$ cat config.mk
export PLATFORM = sky130hd
export DESIGN_NAME = config_loader
export DESIGN_NICKNAME = d
export VERILOG_FILES = /design/src/rtl/config_pkg.sv /design/src/rtl/cfg_shadow_buf.sv /design/src/rtl/config_loader.sv
export SDC_FILE = /design/constraint.sdc
export NUM_CORES = 2
export LEC_CHECK = 0
export CAP_MARGIN = 25
export CORE_UTILIZATION = 35
export DETAILED_ROUTE_END_ITERATION = 8
export HOLD_SLACK_MARGIN = 0.06
export PLACE_DENSITY = 0.65
export SYNTH_ARGS = -nofsm -noshare
export SYNTH_HDL_FRONTEND = slang
export SYNTH_SLANG_ARGS = --single-unit
$ cat constraint.sdc
create_clock -name clock -period 3 [get_ports clock]
set_clock_uncertainty 0.15 [all_clocks]
set_input_delay 0.3 -clock clock [delete_from_list [all_inputs] [get_ports clock]]
set_output_delay 0.3 -clock clock [all_outputs]
set_load 0.01 [all_outputs]
$ cat src/rtl/config_pkg.sv
// Shared constants, FSM state type, header layout and fabric slice offsets
// for the configuration loader.
package config_pkg;

    localparam int unsigned CFG_NUM_WORDS = 23;
    localparam int unsigned CFG_WORD_W    = 32;
    localparam logic [15:0] CFG_MAGIC     = 16'hC0F6;

    typedef enum logic [1:0] {
        ST_HDR    = 2'd0,
        ST_DATA   = 2'd1,
        ST_CSUM   = 2'd2,
        ST_COMMIT = 2'd3
    } cfg_state_e;

    // Header word layout: magic in the upper half, word count in the lower half.
    typedef struct packed {
        logic [15:0] magic;
        logic [15:0] num_words;
    } cfg_hdr_t;

    // Bit offsets into the flat configuration bus, used by the fabric slicers.
    localparam int unsigned SB_COMMON_LSB = 0;     // word 0 [15:0]
    localparam int unsigned SB_BIT0_LSB   = 32;    // word 1 [15:0]
    localparam int unsigned SB_BIT1_LSB   = 64;    // word 2 [15:0]
    localparam int unsigned SB_W          = 16;
    localparam int unsigned LUT_A_LSB     = 96;    // words 3/4
    localparam int unsigned LUT_C_LSB     = 160;   // words 5/6
    localparam int unsigned LUT_MEM_W     = 33;
    localparam int unsigned LUT_B_LSB     = 224;   // words 7..22
    localparam int unsigned LUT_B_STRIDE  = 64;    // two words per LUT-B
    localparam int unsigned LUT_B_COUNT   = 8;

    function automatic logic hdr_match(input cfg_hdr_t    hdr,
                                       input logic [15:0] magic,
                                       input logic [15:0] num_words);
        return (hdr.magic == magic) && (hdr.num_words == num_words);
    endfunction

endpackage

$ cat src/rtl/cfg_shadow_buf.sv
// Shadow word buffer: NUM_WORDS x 32-bit registers written by index, cleared
// as a whole, read out as one flat bus (word i at bits [32*i+31:32*i]).
//   clk, rst_n : clock, async active-low reset
//   clr        : synchronous clear of all words
//   wr_en      : write wr_data into word wr_idx
//   rd_flat    : all words, flat
module cfg_shadow_buf #(
    parameter int unsigned NUM_WORDS = 23,
    parameter int unsigned IDX_W     = 5
) (
    input  logic                    clk,
    input  logic                    rst_n,
    input  logic                    clr,
    input  logic                    wr_en,
    input  logic [IDX_W-1:0]        wr_idx,
    input  logic [31:0]             wr_data,
    output logic [NUM_WORDS*32-1:0] rd_flat
);

    for (genvar g = 0; g < NUM_WORDS; g++) begin : g_word
        logic [31:0] word_q;

        always_ff @(posedge clk or negedge rst_n) begin
            if (!rst_n) begin
                word_q <= '0;
            end else if (clr) begin
                word_q <= '0;
            end else if (wr_en && (wr_idx == IDX_W'(g))) begin
                word_q <= wr_data;
            end
        end

        assign rd_flat[32*g +: 32] = word_q;
    end

endmodule

$ cat src/rtl/config_loader.sv
// Framed configuration loader: header/length/XOR-checksum check, shadow
// assembly, atomic commit of the whole frame to cfg_frame.
//   clock, reset_n     : clock, async active-low reset
//   in_data/valid/ready: configuration word stream
//   cfg_abort          : drop the frame in progress
//   cfg_frame/valid    : committed configuration
//   cfg_done           : one-cycle commit pulse
//   cfg_err            : sticky error, cleared on commit
module config_loader
    import config_pkg::*;
#(
    parameter int unsigned NUM_WORDS = CFG_NUM_WORDS,
    parameter logic [15:0] MAGIC     = CFG_MAGIC
) (
    input  logic                    clock,
    input  logic                    reset_n,
    input  logic [31:0]             in_data,
    input  logic                    in_valid,
    output logic                    in_ready,
    input  logic                    cfg_abort,
    output logic [NUM_WORDS*32-1:0] cfg_frame,
    output logic                    cfg_valid,
    output logic                    cfg_done,
    output logic                    cfg_err
);

    localparam int unsigned CNT_W   = $clog2(NUM_WORDS);
    localparam int unsigned FRAME_W = NUM_WORDS * CFG_WORD_W;

    cfg_state_e         state_q;
    cfg_state_e         state_d;
    logic [CNT_W-1:0]   cnt_q;
    logic [31:0]        csum_q;
    logic [FRAME_W-1:0] shadow_flat;

    logic accept;
    logic hdr_ok;
    logic last_word;
    logic csum_ok;
    logic shadow_wr;
    logic shadow_clr;

    // Abort blocks acceptance so a word presented alongside it is dropped.
    assign in_ready   = (state_q != ST_COMMIT) && !cfg_abort;
    assign accept     = in_valid && in_ready;
    assign hdr_ok     = hdr_match(cfg_hdr_t'(in_data), MAGIC, 16'(NUM_WORDS));
    assign last_word  = (cnt_q == CNT_W'(NUM_WORDS - 1));
    assign csum_ok    = (in_data == csum_q);
    assign shadow_wr  = accept && (state_q == ST_DATA);
    assign shadow_clr = cfg_abort || (accept && (state_q == ST_CSUM) && !csum_ok);

    // State register.
    always_ff @(posedge clock or negedge reset_n) begin
        if (!reset_n) begin
            state_q <= ST_HDR;
        end else begin
            state_q <= state_d;
        end
    end

    // Next-state decode.
    always_comb begin
        state_d = state_q;
        if (cfg_abort) begin
            state_d = ST_HDR;
        end else begin
            unique case (state_q)
                ST_HDR:    if (accept && hdr_ok)    state_d = ST_DATA;
                ST_DATA:   if (accept && last_word) state_d = ST_CSUM;
                ST_CSUM:   if (accept)              state_d = csum_ok ? ST_COMMIT : ST_HDR;
                ST_COMMIT:                          state_d = ST_HDR;
                default:                            state_d = ST_HDR;
            endcase
        end
    end

    // Word counter and running XOR over data words.
    always_ff @(posedge clock or negedge reset_n) begin
        if (!reset_n) begin
            cnt_q  <= '0;
            csum_q <= '0;
        end else if (cfg_abort) begin
            cnt_q  <= '0;
            csum_q <= '0;
        end else if (accept && (state_q == ST_HDR) && hdr_ok) begin
            cnt_q  <= '0;
            csum_q <= '0;
        end else if (shadow_wr) begin
            cnt_q  <= cnt_q + CNT_W'(1);
            csum_q <= csum_q ^ in_data;
        end
    end

    cfg_shadow_buf #(
        .NUM_WORDS (NUM_WORDS),
        .IDX_W     (CNT_W)
    ) u_shadow (
        .clk     (clock),
        .rst_n   (reset_n),
        .clr     (shadow_clr),
        .wr_en   (shadow_wr),
        .wr_idx  (cnt_q),
        .wr_data (in_data),
        .rd_flat (shadow_flat)
    );

    // Committed frame and status flags; an abort in COMMIT cancels the commit.
    always_ff @(posedge clock or negedge reset_n) begin
        if (!reset_n) begin
            cfg_frame <= '0;
            cfg_valid <= 1'b0;
            cfg_done  <= 1'b0;
            cfg_err   <= 1'b0;
        end else begin
            cfg_done <= 1'b0;
            if ((state_q == ST_COMMIT) && !cfg_abort) begin
                cfg_frame <= shadow_flat;
                cfg_valid <= 1'b1;
                cfg_done  <= 1'b1;
                cfg_err   <= 1'b0;
            end else if (accept && (state_q == ST_HDR) && !hdr_ok) begin
                cfg_err <= 1'b1;
            end else if (accept && (state_q == ST_CSUM) && !csum_ok) begin
                cfg_err <= 1'b1;
            end
        end
    end

endmodule

[Word level (Yosys, flattened, before mapping)]
Index checks and enable logic that the tools add are counted.
Word-level totals
  input port bits: 36
  output and inout bits: 740
  register bits after elaboration: 1514
  word-level logic and storage cells: 193
Cells by class
  add/subtract/negate cells: 1
  eq/ne operators: 32
  bitwise gates (word level): 1
  mux-type cells: 62
  reductions and logical operators: 67
Operators by type and width (count)
  $mux 32: 49
  $reduce_bool 2->1: 23
  $eq 5x4->1 const B: 8
  $eq 5x5->1 const B: 7
  $logic_and 1x1->1: 35
  $eq 32x32->1: 1
  $xor 32x32->32: 1
  $eq 5x3->1 const B: 4
  $eq 16x16->1 const B: 1
  $eq 16x5->1 const B: 1
  $mux 5: 3
  $eq 5x2->1 const B: 2
  $mux 2: 5
  $pmux 2 s4: 1
  $ne 3x3->1 const B: 2
  $reduce_bool 3->1: 2
  $add 5x1->5 const B: 1
  $eq 5x1->1 const B: 1
  $logic_not 5->1: 1
  $eq 2x2->1 const B: 2
  $mux 1: 4
  $logic_not 1->1: 3
  $ne 3x2->1 const B: 1
  $reduce_and 3->1: 1
  other kinds (4): 4

[Longest topological paths before layout]
  depth in word-level cells: 8
  mapped depth: 9
  depth with buffers taken out: 6

[Modules after synthesis]
A second synthesis with hierarchy kept.
Second synthesis, totals
  cells, all modules: 5853
  area total of the unflattened synthesis: 62245.9 um^2
By module, submodules not included
  cfg_shadow_buf: cells each 2504, instances 1, area an instance 32102.0 um^2, seq. area each 18417.7 um^2
  config_loader: cells each 3349, instances 1, area an instance 30143.9 um^2, seq. area each 19468.7 um^2

[Least setup slack after synthesis]
Ideal clock, no wire load.
  path type: reg-to-reg
  from: register cnt_q[0]
  to: register u_shadow.g_word[12].word_q[10]
  stages on the path, launching flop included: 9
  slack: 0.885 ns
  path buffers: 2
  library setup time: 0.145 ns
  data required time: 2.705 ns
  arrival: 1.820 ns
  period minus slack after synthesis: 2.115 ns
  cell sequence: dfrtp_1 > inv_1 > ha_1 > nor2b_1 > and3b_1 > buf_2 > buf_2 > mux2i_1 > nor3_2
Between the ends
  longest elaborated chain between the ends: 3
RTL lines
  from (decl): RTL line config_loader.sv:32  | logic [CNT_W-1:0] cnt_q;
  from (signal assigned): RTL line config_loader.sv:89  | cnt_q <= cnt_q + CNT_W'(1);
  $eq 5x4->1: RTL line cfg_shadow_buf.sv:28  | end else if (wr_en && (wr_idx == IDX_W'(g))) begin
  $logic_and 1x1->1: RTL line cfg_shadow_buf.sv:28
  $reduce_bool 2->1 (no line)
  to (signal assigned): RTL line cfg_shadow_buf.sv:29  | word_q <= wr_data;
  to (decl): RTL line cfg_shadow_buf.sv:21  | logic [31:0] word_q;
Every way passes these cells.
A chain may end at the register's enable or synchronous reset.

[Final worst setup path]
  from: input port in_data[31]
  to: register csum_q[5]
Between the ends
  longest elaborated chain between the ends: 5
  elaborated cells on any way between the ends: 6
  classes of those cells: eq/ne (1); mux (2); reduce/logical (3)
RTL lines
  from (decl): RTL line config_loader.sv:17  | input logic [31:0] in_data,
  $eq 16x16->1 *: RTL line config_pkg.sv:37  | return (hdr.magic == magic) && (hdr.num_words == num_words);
  $logic_and 1x1->1 *: RTL line config_pkg.sv:37
  $logic_and 1x1->1 *: RTL line config_loader.sv:85  | end else if (accept && (state_q == ST_HDR) && hdr_ok) begin
  $mux 32: RTL line config_loader.sv:85
  $mux 32: RTL line config_loader.sv:82  | end else if (cfg_abort) begin
  to (signal assigned): RTL line config_loader.sv:90  | csum_q <= csum_q ^ in_data;
  to (decl): RTL line config_loader.sv:33  | logic [31:0] csum_q;
Every way passes the cells marked *; elsewhere a longest branch is shown, timed or not.

==> reports/results.txt <==
status: finished, final reports clean
crit path from: in_data[31]
Sw Ratio: 23.25%
count leader, synth: nand2_1
crit path max fanout: 16
die width: 435.8 microns
Peak supply drop: 0.3701 mV
sequential area share after synthesis: 57.53%
final WL: 221300 microns
worst reg2reg path endpoint: u_shadow.g_word[0].word_q[29]$_DFFE_PN0P_
Clock Tree Root: clkbuf_16
largest net degree at the start of global routing: 143
Max-Slew Margin vs Limit: 19.61%
Clk pwr share: 49.0%
Syn Nets: 5967
CP endpoint kind: flop
total gr overflow: 0
Comb pwr share: 3.5%
CTS Sinks: 1514
Cell Area, Synth: 65860 sq um
internal power: 32.99 mW
upper clock frequency limit: 341.8 MHz
Leak Pwr: 43.57 nW
critical path type: in2reg
dpl cells: 8876
count of non-filler cells in the finished layout: 9220
core area: 186200 sq um
Reg clk slew, reported paths: 60 ps
Final ANT Viol Nets: 0
Post-DP HPWL: 139600 microns
CP cell instances: dlygate4sd3_1, buf_2, nor4b_1, nand2_1, nor4_2, dlygate4sd3_1, a21o_1, buf_4, nor2_1
Final Max Slew Viols: 0
share of the synthesized area in the top cell type: 57.53%
synthesized flop and latch total: 1514
Yosys warning count: 0
row count: 158
Cell Area, Placed: 75800 sq um
Final setup viols: 0
initial antenna violation count: 18
vias in the first global route: 46570
RSZ-0062 raised after global routing: false
CTS buffer count: 163
Starting Density: 35.37%
final instance area: 81890 sq um
maxcap violations: 0
Die Ht: 435.8 microns
via count: 45930
Post-synth EDFFs: 0
IO Pins: 776
post-synth top area cell: dfrtp_1
asr flop ratio synth: 100.0%
Area contributors post-synth: dfrtp_1, nand2_1, mux2i_1
Worst R2R Start: csum_q[27]$_DFFE_PN0P_
CP startpoint kind: primary input
First-pass DRT Iterations: 7
setup bufs post-CTS: 0
final setup TNS: 0 ps
proportion of layout cells with a drive suffix above 1: 18.82%
Tcrit/Tclk final: 97.51%
Worst R2R Path Depth: 8
Iteration-0 DRC Markers: 4047
min cycle time layout: 2925 ps
TritonCTS clock tree: yes
die area: 189900 sq um
final hold vios: 0
flop2flop setup slack: 170 ps
total track usage: 22.87%
first-pass GRT wire length: 322900 microns
register share of total power: 47.5%
Least-Margin Pin Slew: 1206 ps
Top cell by count, worst path: dlygate4sd3_1
sw power: 9.992 mW
WL per Instance: 24.01 microns
Buffers on Ports: 775
crit path DAT: 3460 ps
Pwr Total: 42.98 mW
mean post-synth cell area: 11.11 sq um
DRC: 0
Synth Flop Type: dfrtp_1
pwr/cell area: 524.9 nW/um^2
Max stage delay cell, worst path: dlygate4sd3_1
Area Overhead vs Synth: 24.35%
vias per cell: 4.982
worst skew pair latency: 820 ps
worst min path class: in2async
commonest cells in the netlist: nand2_1, dfrtp_1, mux2i_1
Nets: 6642
placer congestion estimate: 0.8127
Crit path required time: 3530 ps
slowest stage delay, CP: 650 ps
Clock Tree Buf Depth: 3
Max H-tree Level: 4
Mapped Cells: 5926
unique cell type count in the Yosys netlist: 43
[metal layers]
metal,wire (microns),track usage (%)
met2,107900,37.51
met1,91700,29.74
met5,14,0
met3,12640,4.046
met4,9058,9.598
[sequential cells by signal (all words and copies together) (netlist names)]
signal / flops
cfg_err: 1
cfg_done: 1
csum_q: 32
u_shadow.g_word.word_q: 736
cfg_valid: 1
cnt_q: 5
state_q: 2
cfg_frame: 736
[power groups by stage]
| stage | clock network, mW | logic [mW] | registers (mW) |
|---|---|---|---|
| final | 21.1 | 1.50 | 20.4 |
| after global routing | 22.2 | 1.59 | 20.4 |
| after CTS | 21.4 | 1.53 | 20.4 |
| after detailed placement | 0 | 1.48 | 20.8 |
| after global placement | 0 | 1.46 | 20.8 |
| after floorplan | 0 | 0.437 | 20.8 |
[cell families after synthesis]
family	share of synthesized area [%]
XOR/XNOR	0.9366
flip-flops	57.53
AO/OA/AOI/OAI	0.1197
multiplexers	11.19
AND/OR/NAND/NOR	24.94
adder cells (fa/ha/maj)	0.09499
buffers and inverters	5.194
[how the worst max path moves through the flow]
stage | endpoint | slack [ps] | cells past startpoint
floorplan | u_shadow.g_word[12].word_q[10]$_DFFE_PN0P_ | 890 | 8
global placement | u_shadow.g_word[8].word_q[7]$_DFFE_PN0P_ | 320 | 7
detailed placement | csum_q[5]$_DFFE_PN0P_ | 290 | 7
CTS | in_ready | 3 | 2
global route | csum_q[6]$_DFFE_PN0P_ | 6 | 9
finish | csum_q[5]$_DFFE_PN0P_ | 70 | 9
[what timing repair did]
| action | CTS | global route |
|---|---|---|
| endpoints found under the hold margin | 1671 | 0 |
| hold buffers | 39 | 0 |
| setup endpoints to repair | 0 | 30 |
| gates resized for setup | 0 | 1 |
[through the flow]
| step | setup slack, ps | hold WS (ps) | util, % |
|---|---|---|---|
| 2_1_floorplan | 885.2 | -145.6 | - |
| 4_1_cts | 2.998 | 100.2 | 43.94 |
| 3_3_place_gp | 316.7 | 88.25 | 40.70 |
| 5_1_grt | 6.077 | 139.9 | 43.97 |
| 3_5_place_dp | 287.5 | 83.84 | 40.70 |
| 6_report | 74.65 | 173.3 | 43.98 |
[critical path, delay by kind of cell]
kind	cells	cell delay [ps]
AND/OR/NAND/NOR	4	980
AO/OA/AOI/OAI	1	340
buffers and inverters	4	1830
[placed cells by master, fill, tap and decap left out, drive strengths merged, types with 23 or more instances in the layout]
cell,n
nand2,2247
dfrtp,1514
clkdlybuf4s50,741
mux2i,736
nor3,736
clkbuf,243
buf,241
nor2,40
dlygate4sd3,38
xor2,34
xnor2,33
clkinv,23
[final cells by class]
| class | instances | area (sq um) |
|---|---|---|
| repair buffers | 1020 | 10570 |
| clock inverters | 49 | 715.7 |
| inverters | 4 | 22.52 |
| fillers | 17390 | 104300 |
| well taps | 2480 | 3103 |
| diodes | 12 | 30.03 |
| clock buffers | 243 | 4913 |
| multi-input cells | 3898 | 24650 |
| flip-flops and latches | 1514 | 37890 |
No activity file was read; power rests on OpenSTA's default activity.
